File: config.mk
export PLATFORM = sky130hd
export DESIGN_NAME = decode_stage
export DESIGN_NICKNAME = d
export VERILOG_FILES = /design/src/rtl/cpu_pkg.sv /design/src/rtl/regfile.sv /design/src/rtl/decode_stage.sv
export SDC_FILE = /design/constraint.sdc
export NUM_CORES = 1
export LEC_CHECK = 0
export BUFFER_PORTS_ARGS = -buffer_cell sky130_fd_sc_hd__buf_2
export CORE_MARGIN = 4
export CORE_UTILIZATION = 45
export CTS_BUF_LIST = sky130_fd_sc_hd__clkbuf_16
export DETAILED_ROUTE_END_ITERATION = 7
export PLACE_DENSITY = 0.61
export SLEW_MARGIN = 20
export SYNTH_ARGS = -nofsm -noshare
export SYNTH_HDL_FRONTEND = slang
export SYNTH_SLANG_ARGS = --single-unit
File: constraint.sdc
create_clock -name clk -period 3 [get_ports clk]
set_input_delay 0.3 -clock clk [delete_from_list [all_inputs] [get_ports clk]]
set_output_delay 0.3 -clock clk [all_outputs]
set_load 0.02 [all_outputs]
File: src/rtl/cpu_pkg.sv
// Shared widths, opcode/ALU enums and instruction field positions
// for the small teaching CPU front end.
package cpu_pkg;

  localparam int DATA_W = 16;
  localparam int REG_AW = 4;
  localparam int NREGS  = 16;

  localparam int OP_MSB  = 15;
  localparam int OP_LSB  = 12;
  localparam int RD_MSB  = 11;
  localparam int RD_LSB  = 8;
  localparam int RS_MSB  = 7;
  localparam int RS_LSB  = 4;
  localparam int RT_MSB  = 3;
  localparam int RT_LSB  = 0;
  localparam int IMM_MSB = 7;
  localparam int IMM_LSB = 0;

  typedef enum logic [3:0] {
    OPC_ADD  = 4'd0,
    OPC_SUB  = 4'd1,
    OPC_AND  = 4'd2,
    OPC_SLL  = 4'd3,
    OPC_ADDI = 4'd4,
    OPC_LW   = 4'd5
  } opcode_t;

  typedef enum logic [2:0] {
    ALU_ADD  = 3'd0,
    ALU_SUB  = 3'd1,
    ALU_AND  = 3'd2,
    ALU_SLL  = 3'd3,
    ALU_ADDI = 3'd4,
    ALU_LW   = 3'd5
  } alu_op_t;

  function automatic logic is_legal(input logic [3:0] op);
    return op <= 4'(OPC_LW);
  endfunction

  function automatic logic is_rtype(input logic [3:0] op);
    return op <= 4'(OPC_AND);
  endfunction

endpackage

File: src/rtl/regfile.sv
// Register file: three combinational read ports, one synchronous write
// port; R0 always reads zero and ignores writes.
module regfile
  import cpu_pkg::*;
(
  input  logic              clk,
  input  logic              rst_n,
  input  logic [REG_AW-1:0] rs_addr,
  input  logic [REG_AW-1:0] rt_addr,
  input  logic [REG_AW-1:0] rd_addr,
  output logic [DATA_W-1:0] rs_data,
  output logic [DATA_W-1:0] rt_data,
  output logic [DATA_W-1:0] rd_data,
  input  logic              we,
  input  logic [REG_AW-1:0] waddr,
  input  logic [DATA_W-1:0] wdata
);

  logic [DATA_W-1:0] regs_q [NREGS];
  logic [DATA_W-1:0] regs_d [NREGS];

  always_comb begin
    regs_d = regs_q;
    if (we && (waddr != '0)) begin
      regs_d[waddr] = wdata;
    end
  end

  always_ff @(posedge clk or negedge rst_n) begin
    if (!rst_n) begin
      for (int i = 0; i < NREGS; i++) begin
        regs_q[i] <= '0;
      end
    end else begin
      regs_q <= regs_d;
    end
  end

  assign rs_data = (rs_addr == '0) ? '0 : regs_q[rs_addr];
  assign rt_data = (rt_addr == '0) ? '0 : regs_q[rt_addr];
  assign rd_data = (rd_addr == '0) ? '0 : regs_q[rd_addr];

endmodule

File: src/rtl/decode_stage.sv
// Decode stage: field extraction, operand read, scoreboard interlock and a
// single-entry output register towards the ALU, plus status counters.
module decode_stage
  import cpu_pkg::*;
(
  input  logic              clk,
  input  logic              rst_n,
  input  logic              in_valid,
  output logic              in_ready,
  input  logic [15:0]       in_instr,
  output logic              out_valid,
  input  logic              out_ready,
  output logic [2:0]        out_op,
  output logic [REG_AW-1:0] out_rd,
  output logic [DATA_W-1:0] out_a,
  output logic [DATA_W-1:0] out_b,
  output logic [7:0]        out_imm8,
  input  logic              wb_en,
  input  logic [REG_AW-1:0] wb_addr,
  input  logic [DATA_W-1:0] wb_data,
  output logic              err_illegal,
  output logic              err_wb,
  output logic [15:0]       issued_cnt
);

  logic [3:0]        op_f;
  logic [REG_AW-1:0] rd_f, rs_f, rt_f;
  logic [7:0]        imm_f;
  logic [DATA_W-1:0] rs_data, rt_data, rd_data;
  logic              legal, rtype, hazard, accept, issue;

  logic              out_valid_q, out_valid_d;
  alu_op_t           out_op_q, out_op_d;
  logic [REG_AW-1:0] out_rd_q, out_rd_d;
  logic [DATA_W-1:0] out_a_q, out_a_d, out_b_q, out_b_d;
  logic [7:0]        out_imm8_q, out_imm8_d;
  logic [NREGS-1:0]  pending_q, pending_d;
  logic              err_illegal_q, err_illegal_d, err_wb_q, err_wb_d;
  logic [15:0]       issued_cnt_q, issued_cnt_d;

  assign op_f  = in_instr[OP_MSB:OP_LSB];
  assign rd_f  = in_instr[RD_MSB:RD_LSB];
  assign rs_f  = in_instr[RS_MSB:RS_LSB];
  assign rt_f  = in_instr[RT_MSB:RT_LSB];
  assign imm_f = in_instr[IMM_MSB:IMM_LSB];

  regfile u_regfile (
    .clk     (clk),
    .rst_n   (rst_n),
    .rs_addr (rs_f),
    .rt_addr (rt_f),
    .rd_addr (rd_f),
    .rs_data (rs_data),
    .rt_data (rt_data),
    .rd_data (rd_data),
    .we      (wb_en),
    .waddr   (wb_addr),
    .wdata   (wb_data)
  );

  // Illegal opcodes read no registers, so they never stall
  always_comb begin
    legal  = is_legal(op_f);
    rtype  = is_rtype(op_f);
    hazard = 1'b0;
    if (legal) begin
      if (rtype) begin
        hazard = pending_q[rs_f] | pending_q[rt_f] | pending_q[rd_f];
      end else begin
        hazard = pending_q[rd_f];
      end
    end
  end

  assign in_ready = rst_n & (!out_valid_q | out_ready) & !hazard;
  assign accept   = in_valid & in_ready;
  assign issue    = accept & legal;

  always_comb begin
    out_valid_d   = out_valid_q;
    out_op_d      = out_op_q;
    out_rd_d      = out_rd_q;
    out_a_d       = out_a_q;
    out_b_d       = out_b_q;
    out_imm8_d    = out_imm8_q;
    pending_d     = pending_q;
    err_illegal_d = err_illegal_q;
    err_wb_d      = err_wb_q;
    issued_cnt_d  = issued_cnt_q;

    if (issue) begin
      out_valid_d  = 1'b1;
      out_op_d     = alu_op_t'(op_f[2:0]);
      out_rd_d     = rd_f;
      out_imm8_d   = imm_f;
      out_a_d      = rtype ? rs_data : rd_data;
      issued_cnt_d = issued_cnt_q + 16'd1;
      if (rtype) begin
        out_b_d = rt_data;
      end else if (op_f == 4'(OPC_SLL)) begin
        out_b_d = {8'h00, imm_f};
      end else begin
        out_b_d = {{8{imm_f[7]}}, imm_f};
      end
    end else if (out_ready) begin
      out_valid_d = 1'b0;
    end

    if (accept && !legal) begin
      err_illegal_d = 1'b1;
    end

    // Clear first so a same-cycle issue to the same register keeps it pending
    if (wb_en) begin
      if (!pending_q[wb_addr]) begin
        err_wb_d = 1'b1;
      end
      pending_d[wb_addr] = 1'b0;
    end
    if (issue && (rd_f != '0)) begin
      pending_d[rd_f] = 1'b1;
    end
    pending_d[0] = 1'b0;
  end

  always_ff @(posedge clk or negedge rst_n) begin
    if (!rst_n) begin
      out_valid_q   <= 1'b0;
      out_op_q      <= ALU_ADD;
      out_rd_q      <= '0;
      out_a_q       <= '0;
      out_b_q       <= '0;
      out_imm8_q    <= '0;
      pending_q     <= '0;
      err_illegal_q <= 1'b0;
      err_wb_q      <= 1'b0;
      issued_cnt_q  <= '0;
    end else begin
      out_valid_q   <= out_valid_d;
      out_op_q      <= out_op_d;
      out_rd_q      <= out_rd_d;
      out_a_q       <= out_a_d;
      out_b_q       <= out_b_d;
      out_imm8_q    <= out_imm8_d;
      pending_q     <= pending_d;
      err_illegal_q <= err_illegal_d;
      err_wb_q      <= err_wb_d;
      issued_cnt_q  <= issued_cnt_d;
    end
  end

  assign out_valid   = out_valid_q;
  assign out_op      = out_op_q;
  assign out_rd      = out_rd_q;
  assign out_a       = out_a_q;
  assign out_b       = out_b_q;
  assign out_imm8    = out_imm8_q;
  assign err_illegal = err_illegal_q;
  assign err_wb      = err_wb_q;
  assign issued_cnt  = issued_cnt_q;

endmodule

After elaboration in Yosys (flattened, before gate mapping)
Cells that the tools add are included.
{ "word_totals": {"output_inout_bits": 67, "input_bits": 41, "regBits": 337} }
{ "classes": {"n_addsub": 1, "n_mux": 36, "magnitude_cmp": 13, "n_bitwise": 15, "n_reduce_logical": 16, "n_eq_ne": 1} }
{ "op_table": {"columns": ["op", "n"], "rows": [
  ["256-bit bitwise mux", 1],
  ["16-bit 2-to-1 mux", 15],
  ["16-bit binary-select mux with 4-bit select", 3],
  ["16-bit demux with 4-bit select", 1],
  ["5-bit greater-or-equal comparator, second input constant", 4],
  ["4-bit by 5-bit < comparator with 1-bit output, second input constant", 4],
  ["4-bit NOT with 5-bit output", 4],
  ["16-bit by 1-bit adder with 16-bit output, second input constant", 1],
  ["16-bit bitwise AND", 1],
  ["1-bit binary-select mux with 4-bit select", 4],
  ["16-bit NOT", 1],
  ["16-bit bitwise OR", 1],
  ["4-bit logical NOT", 3],
  ["1-bit 2-to-1 mux", 10],
  ["1-bit demux with 4-bit select", 2],
  ["4-bit by 1-bit greater-or-equal comparator with 1-bit output, second input constant", 2],
  ["4-bit nonzero test", 2],
  ["1-bit logical AND", 6],
  ["5-bit by 1-bit < comparator with 1-bit output, second input constant", 1],
  ["1-bit bitwise AND", 4],
  ["4-bit by 2-bit equality test with 1-bit output, second input constant", 1],
  ["4-bit by 2-bit <= comparator with 1-bit output, second input constant", 1],
  ["4-bit by 3-bit <= comparator with 1-bit output, second input constant", 1],
  ["1-bit logical NOT", 3],
  ["other kinds (4)", 6]
]} }

Logic depth before layout (Yosys ltp)
Gate-level depths: netlist (run 1).
{ "depth": {"ltp_word": 12, "mapped_depth": 10} }

Cells and area by module
A second synthesis (run 1) with hierarchy kept.
{ "unflattened": {"hier_cells": 1298, "hier_area_um2": 19112.1} }
{ "by_module_without_submodules": {"columns": ["mod", "cells_each", "n_inst", "area_per_inst_um2", "seq_area_each_um2"], "rows": [
  ["regfile", 924, 1, 14899.3, 6030.8],
  ["decode_stage", 374, 1, 4212.8, 2026.9]
]} }

Worst setup path after synthesis (run 1)
OpenSTA, ideal clock, no wires.
{ "synth_timing": {"path_type": "input to register", "start": "in in_instr[8]", "end": "reg out_a_q[10], in the netlist out_a[10]", "required_time_ns": 2.875, "n_path_buf": 3, "setup_slack_ns": 0.593, "cell_stages": 8, "setup_time_ns": 0.125, "arrival_time_ns": 2.282, "path_cell_list": "buf_2 buf_2 buf_2 mux4_2 a22oi_1 nand2_1 a22o_1 mux2_4"} }
{ "synth_via": {"elab_chain_len": 9} }
{ "synth_rtl": {"columns": ["item", "line", "text"], "rows": [
  ["start: declaration", "decode_stage.sv:10", "input logic [15:0] in_instr,"],
  ["1-bit binary-select mux with 4-bit select", "decode_stage.sv:68, decode_stage.sv:70", null],
  ["1-bit 2-to-1 mux (implied by the code)", "decode_stage.sv:68, decode_stage.sv:70", null],
  ["1-bit bitwise OR", "decode_stage.sv:68", "hazard = pending_q[rs_f] | pending_q[rt_f] | pending_q[rd_f];"],
  ["1-bit 2-to-1 mux", "decode_stage.sv:67", "if (rtype) begin"],
  ["1-bit 2-to-1 mux", "decode_stage.sv:66", "if (legal) begin"],
  ["1-bit logical NOT", "decode_stage.sv:75", "assign in_ready = rst_n & (!out_valid_q | out_ready) & !hazard;"],
  ["1-bit bitwise AND", "decode_stage.sv:75", null],
  ["1-bit bitwise AND", "decode_stage.sv:76", "assign accept = in_valid & in_ready;"],
  ["1-bit bitwise AND", "decode_stage.sv:77", "assign issue = accept & legal;"],
  ["end signal: assignment", "decode_stage.sv:142", "out_a_q <= out_a_d;"],
  ["end: declaration", "decode_stage.sv:35", "logic [DATA_W-1:0] out_a_q, out_a_d, out_b_q, out_b_d;"]
]} }
Several ways; a longest one is shown, not always the timed one. The select of a mux whose other input is x is not followed.
A chain may end at the register's enable or synchronous reset.

Final worst setup path (run 1)
{ "layout_timing": {"start": "reg pending_q[3]", "end": "out in_ready"} }
{ "layout_via": {"elab_chain_len": 8} }
{ "layout_rtl": {"columns": ["item", "line", "text"], "rows": [
  ["start: declaration", "decode_stage.sv:37", "logic [NREGS-1:0] pending_q, pending_d;"],
  ["start signal: assignment", "decode_stage.sv:145", "pending_q <= pending_d;"],
  ["1-bit binary-select mux with 4-bit select", "decode_stage.sv:68", null],
  ["1-bit 2-to-1 mux (implied by the code)", "decode_stage.sv:68", null],
  ["1-bit bitwise OR (2 in series)", "decode_stage.sv:68", null],
  ["1-bit 2-to-1 mux (*)", "decode_stage.sv:67", null],
  ["1-bit 2-to-1 mux (*)", "decode_stage.sv:66", null],
  ["1-bit logical NOT (*)", "decode_stage.sv:75", null],
  ["1-bit bitwise AND (*)", "decode_stage.sv:75", null],
  ["end: declaration", "decode_stage.sv:9", "output logic in_ready,"]
]} }
Every way passes the cells marked *; elsewhere a longest branch is shown, timed or not. The select of a mux whose other input is x is not followed.

==> results of run 1 <==
-- worst paths after layout --
check,from,end,slack [ps],cells after the start
max in group asynchronous,rst_n,u_regfile.regs_q[141]$_DFFE_PN0P_,1290,4
max reg2reg,pending_q[7]$_DFF_PN0_,out_b[13]$_DFFE_PN0P_,550,7
max,pending_q[3]$_DFF_PN0_,in_ready,240,7
min in group asynchronous,rst_n,u_regfile.regs_q[226]$_DFFE_PN0P_,180,2
min,wb_en,err_wb$_DFFE_PN0P_,50,2
min reg2reg,u_regfile.regs_q[253]$_DFFE_PN0P_,u_regfile.regs_q[253]$_DFFE_PN0P_,420,0
-- routing by layer --
| layer | global-route usage (%) | vias up | share of wire, % |
|---|---|---|---|
| met3 | 5.80 | 123 | 8.4 |
| met1 | 35.1 | 7050 | 42 |
| met2 | 39.4 | 645 | 46 |
| li1 | - | 5528 | - |
| met4 | 7.94 | 4 | 3.3 |
| met5 | 0 | - | 0.039 |
-- sequential cells by signal, indices dropped and copies added, names as in the netlist --
register          flops
u_regfile.regs_q    256
out_imm8              8
err_illegal           1
issued_cnt           16
out_b                16
out_op                3
out_a                16
out_rd                4
pending_q            15
err_wb                1
out_valid             1
-- repair_timing --
item                       4_1_cts  5_1_grt
hold buffers                     1        0
hold endpoints to repair        42        0
buffers inserted                 0        0
setup endpoints to repair        0        0
-- through the flow --
| stage | hold WS [ps] | power, mW | worst slack [ps] | instance area (um2) |
|---|---|---|---|---|
| final | 54.7 | 15.0 | 239 | 22200 |
| after global routing | 56.3 | 15.7 | 116 | 22200 |
| after CTS | 35.7 | 15.1 | 258 | 22200 |
| after detailed placement | 143 | 10.6 | 414 | 20900 |
| after global placement | 142 | 10.4 | 451 | 20900 |
| after floorplan | 4.41 | 9.26 | 593 | 19600 |
-- synthesized netlist by cell type (all sizes together), types with 2 or more instances --
| library cell | count | share of area, % |
|---|---|---|
| nand2b | 8 | 0.29 |
| a32o | 15 | 0.77 |
| clkbuf | 97 | 1.9 |
| and2 | 18 | 0.58 |
| o31ai | 5 | 0.19 |
| a221oi | 4 | 0.18 |
| o21ba | 2 | 0.10 |
| nor4b | 2 | 0.090 |
| o22ai | 11 | 0.35 |
| a211oi | 19 | 0.75 |
| xnor2 | 2 | 0.090 |
| nand3 | 16 | 0.41 |
| or3 | 3 | 0.096 |
| nor2b | 13 | 0.42 |
| and3 | 4 | 0.13 |
| nand2 | 44 | 0.84 |
| or2 | 3 | 0.096 |
| buf | 43 | 1.2 |
| o21ai | 14 | 0.38 |
| mux2 | 287 | 17 |
| mux4 | 196 | 23 |
| nor3 | 4 | 0.10 |
| a22o | 16 | 0.72 |
| nand4 | 3 | 0.096 |
| dfrtp | 337 | 43 |
| o32ai | 2 | 0.090 |
| nor4 | 12 | 0.42 |
| nor2 | 19 | 0.40 |
| inv | 19 | 0.36 |
| a211o | 2 | 0.090 |
| or3b | 2 | 0.090 |
| a31oi | 8 | 0.26 |
| mux2i | 38 | 1.9 |
| a22oi | 39 | 1.5 |
| xor2 | 13 | 0.58 |
| nand3b | 4 | 0.15 |
| a21oi | 35 | 0.90 |
-- area by class of cell --
| class | count | area [um2] | area share [%] |
|---|---|---|---|
| multi-input combinational | 873 | 10500 | 47.4 |
| timing repair buffer | 171 | 1210 | 5.48 |
| antenna | 1 | 2.50 | 0.0113 |
| tap | 585 | 732 | 3.30 |
| inverter | 20 | 75.1 | 0.339 |
| sequential | 337 | 8430 | 38.1 |
| clock buffer | 41 | 1030 | 4.63 |
| clock inverter | 29 | 178 | 0.802 |
-- worst register-to-register path: stages (launching register included) --
cell	delay [ps]
dfrtp_1	470
mux4_2	510
a22oi_2	140
o21ai_2	130
nand2b_4	240
nor2_4	210
buf_12	270
mux2_4	360
-- power by group through the flow --
stage          Clock, mW  Combinational, mW  Sequential (mW)
6_report            4.51               3.97             6.55
5_1_grt             4.78               4.25             6.69
4_1_cts             4.61               3.98             6.52
3_5_place_dp           0               3.97             6.59
3_3_place_gp           0               3.90             6.54
2_1_floorplan          0               2.74             6.52
-- logic make-up after synthesis --
kind of cell             after synthesis
multiplexers                         521
flip-flops                           337
AO/OA/AOI/OAI                        180
buffers and inverters                160
AND/OR/NAND/NOR                      156
XOR/XNOR                              15
adder cells (fa/ha/maj)                1
==> flow_metrics.tcl, run 1 <==
set metrics [dict create \
    avgRoutedWirePerCell_um 28.6 \
    fin_tns_setup_ps 0 \
    syn_nets 1412 \
    dr.pass1.iters 5 \
    period_share_pct 92.0 \
    switching_share_pct 30.1 \
    layout_common_cells "337 x dfrtp_1, 248 x mux2_2, 196 x mux4_2" \
    status "finished, final reports clean" \
    grt_pass1_wl_um 89600 \
    clk_pin_slew_ps 60 \
    syn_inst 1370 \
    drc 0 \
    cts_buffer_depth 3 \
    grt_max_degree 163 \
    slew_headroom_pct 33.8 \
    yosysWarnings 0 \
    fin_skew_ps 8.16 \
    row_count 76 \
    combPwrFrac_pct 26.4 \
    tightest_slew_ps 992 \
    power.density_nw_per_um2 678 \
    clk_latency_ps 540 \
    start_util_pct 45.4 \
    synth_compound_area_share_pct 6.67 \
    final_core_util_pct 51.4 \
    max_stage_delay_ps 490 \
    boundaryPins 108 \
    layout_min_cycle_time_ps 2760 \
    crit_chain "mux2i_1 > a2111oi_0 > nor4_1 > o221ai_2 > o21ai_0 > and3_1 > buf_2" \
    worstPathMaxFanout 5 \
    synthFlopType "dfrtp_1" \
    finalSetupViolCount 0 \
    yosys.area_share.simple_pct 4.25 \
    post_cts_resized 0 \
    synth_top_family_by_area "multiplexers" \
    intPower_mw 10.5 \
    dieHeight_um 217 \
    root_buffer "clkbuf_16" \
    cts_made_buffers 38 \
    end_kind "primary output" \
    area_delta_synth_final_pct 13.2 \
    grt_pass1_vias 13700 \
    synth_cell_type_count 61 \
    hold_viol 0 \
    clock_tree.htree_level_count 2 \
    power_leakage_nw 9.26 \
    drt-initial-drc-count 1163 \
    syn_area_um2 19600 \
    synth_xor_xnor_area_share_pct 0.671 \
    grtUsageTotal_pct 25.1 \
    finish.net_count 1483 \
    place_hpwl_um 36600 \
    max_freq_ghz 0.362 \
    crit_arrival_ps 2460 \
    cp_top_family "compound AO/OA/AOI/OAI gates" \
    core_um2 43100 \
    io_buffers 107 \
    critical-path-slowest-cell "dfrtp_1" \
    ys_seq_area_share_pct 43.1 \
    cp-start-kind "flop" \
    layout_commonest_cell "dfrtp_1" \
    nFillCells 3602 \
    fin_cells 2057 \
    antenna_found_initial 4 \
    drive_gt1_share_pct 49.9 \
    max_cap_violations 0 \
    cts_tree "done" \
    gp_congestion 0.851 \
    wl_um 58700 \
    worstPathRequired_ps 2700 \
    grt_setup_unrepaired "false" \
    sequentialPowerShare_pct 43.6 \
    design.die.area_um2 46900 \
    avgSynthCellArea_um2 14.3 \
    via_count 13400 \
    clkPwrFrac_pct 30.0 \
    synth_mux_area_share_pct 41.8 \
    irDropWorstVdd_mv 0.388 \
    async_flop_share_pct 100 \
    synth_edf_count 0 \
    cp_num_buf_inv 1 \
    path_class "reg2out" \
    switchingPower_mw 4.53 \
    report.final.slew_viol_count 0 \
    antenna_left 0 \
    viasPerCell 6.49 \
    hp-class "in2reg" \
    grt-ovfl-total 0 \
    cts_sinks 337 \
    place_inst 1985 \
    synth_fa_ha_area_share_pct 0.0639 \
    fp.dieW_um 217 \
    synth-seq-cells 337 \
]
(Power assumes the default switching activity.)
==> inputs of run 2 (changes only) <==
--- a/config.mk
+++ b/config.mk
@@ -12,4 +12,3 @@
 export DETAILED_ROUTE_END_ITERATION = 7
-export PLACE_DENSITY = 0.61
-export SLEW_MARGIN = 20
+export PLACE_DENSITY = 0.63
 export SYNTH_ARGS = -nofsm -noshare
==> constraint.sdc (replaced) <==
create_clock -name clk -period 2.3 [get_ports clk]
set_input_delay 0.115 -clock clk [delete_from_list [all_inputs] [get_ports clk]]
set_output_delay 0.115 -clock clk [all_outputs]
set_load 0.02 [all_outputs]
==> run 2 against run 1 <==
The flow now finishes with violations (setup timing); clock skew increased by 9.0 ps; critical endpoint unchanged; clock-buffer cell count decreased by 2; sequential share of layout area decreased by 1.6 points; largest power group unchanged; global-route usage increased by 0.33 points; worst setup slack got worse by 400 ps; worst hold slack got worse by 38 ps; largest cell class unchanged; clock power increased by 28%; utilization increased by 2.3 points.
==> flow_metrics.tcl, run 2 (synthesized netlist as in run 1, its figures left out) <==
set metrics [dict create \
    grtUsageTotal_pct 25.5 \
    drt-initial-drc-count 1323 \
    fin_area_um2 23100 \
    gp_congestion 0.874 \
    row_count 76 \
    cpMostUsedCell "buf_6" \
    irDropWorstVdd_mv 0.436 \
    tightest_slew_ps 1060 \
    place_area_um2 21400 \
    violations "setup timing" \
    cp_num_buf_inv 2 \
    cts_tree "done" \
    layout_commonest_cell "dfrtp_1" \
    io_buffers 107 \
    max_freq_ghz 0.407 \
    status "finished, violations left" \
    worstPathMaxFanout 4 \
    power.density_nw_per_um2 853 \
    grt_pass1_wl_um 90300 \
    boundaryPins 108 \
    fin_tns_setup_ps -4280 \
    crit_arrival_ps 2340 \
    end_kind "primary output" \
    worstPathRequired_ps 2180 \
    power_leakage_nw 9.74 \
    layout_min_cycle_time_ps 2460 \
    antenna_found_initial 4 \
    multi_input_area_um2 10600 \
    slew_headroom_pct 29.2 \
    grt_max_degree 174 \
    finalSetupViolCount 46 \
    report.final.slew_viol_count 0 \
    grt-ovfl-total 0 \
    grt_pass1_vias 13800 \
    cts_sinks 337 \
    nFillCells 3533 \
    crit_chain "mux4_2 > nor2_1 > a311o_1 > o221ai_2 > buf_6 > o21ai_1 > and3_1 > buf_6" \
    cts_buffer_depth 3 \
    fp.dieW_um 217 \
    setup_ws_ps -158 \
    cts_made_buffers 38 \
    clock_tree.htree_level_count 2 \
    seqCellArea_um2 8430 \
    pre_cts_slack_ps 67.4 \
    viasPerCell 6.48 \
    place_hpwl_um 38900 \
    max_stage_delay_ps 490 \
    power_mw 19.7 \
    largest_reg_flops 256 \
    core_um2 43100 \
    root_buffer "clkbuf_16" \
    path_class "reg2out" \
    layout_common_cells "337 x dfrtp_1, 246 x mux2_2, 196 x mux4_2" \
    finish.net_count 1572 \
    grt_setup_unrepaired "true" \
    cp_top_family "multiplexers" \
    cp-start-kind "flop" \
    period_share_pct 107 \
    design.die.area_um2 46900 \
    fin_skew_ps 17.1 \
    hold_viol 0 \
    area_delta_synth_final_pct 18.2 \
    max_cap_violations 0 \
    drc 0 \
    via_count 13800 \
    avgRoutedWirePerCell_um 28.7 \
    dieHeight_um 217 \
    regMostFlops "u_regfile.regs_q" \
    wl_um 61400 \
    critical-path-slowest-cell "mux4_2" \
    clk_pin_slew_ps 60 \
    antenna_left 0 \
    drive_gt1_share_pct 52.4 \
    start_util_pct 45.4 \
    hp-class "in2reg" \
    dr.pass1.iters 5 \
    clk_latency_ps 560 \
]
run 2: cell count changes in the layout (fill, tap and decap cells not counted), sizes merged:
cell,change
dlygate4sd3,+15
inv,-1
buf,+68
clkinvlp,+2
clkbuf,+4
clkinv,-7
run 2: power breakdown:
group,total [mW],internal (mW),switching [mW]
clock network,5.77,3.28,2.49
registers,8.51,7.25,1.26
logic,5.45,3.18,2.27
run 2: path summary, 6_finish.rpt:
| path | start | endpoint | slack (ps) | cells after the start |
|---|---|---|---|---|
| setup reg to reg | pending_q[13]$_DFF_PN0_ | out_b[9]$_DFFE_PN0P_ | -120 | 9 |
| min in group asynchronous | rst_n | out_a[1]$_DFFE_PN0P_ | 270 | 3 |
| max in group asynchronous | rst_n | u_regfile.regs_q[233]$_DFFE_PN0P_ | 1140 | 3 |
| setup / recovery | pending_q[13]$_DFF_PN0_ | in_ready | -160 | 8 |
| hold / removal | wb_data[4] | u_regfile.regs_q[132]$_DFFE_PN0P_ | 20 | 2 |
| hold reg to reg | u_regfile.regs_q[248]$_DFFE_PN0P_ | u_regfile.regs_q[248]$_DFFE_PN0P_ | 420 | 0 |
run 2: stage by stage:
stage | hold slack [ps] | instances | utilization, %
after detailed placement | -59.9 | 2036 | 49.7
after global placement | -62.7 | 2036 | 49.7
final | 17.0 | 2138 | 53.7
after floorplan | -181 | 1370 | -
after global routing | 35.6 | 2138 | 53.7
after CTS | 3.06 | 2121 | 52.9
run 2: layout make-up:
| type | count | share of cell area (%) |
|---|---|---|
| Clock inverter | 23 | 0.708 |
| Multi-Input combinational cell | 873 | 45.7 |
| Clock buffer | 39 | 4.22 |
| Sequential cell | 337 | 36.5 |
| Timing Repair Buffer | 260 | 9.42 |
| Inverter | 20 | 0.324 |
| Antenna cell | 1 | 0.0108 |
| Tap cell | 585 | 3.16 |
run 2: timing repair:
| item | CTS | global route |
|---|---|---|
| endpoints found under the hold margin | 385 | 0 |
| setup endpoints to repair | 1 | 52 |
| gates cloned | 0 | 8 |
| setup buffers | 7 | 8 |
| resized for setup | 10 | 18 |
| hold buffers | 16 | 0 |
| pin swaps | 4 | 5 |
run 2: layer usage:
layer | track usage [%] | up-vias | wire [um]
li1 | - | 5696 | -
met1 | 36.4 | 7315 | 25900
met2 | 39.1 | 698 | 28300
met3 | 5.37 | 129 | 5190
met4 | 8.77 | 6 | 1960
met5 | 0 | - | 44
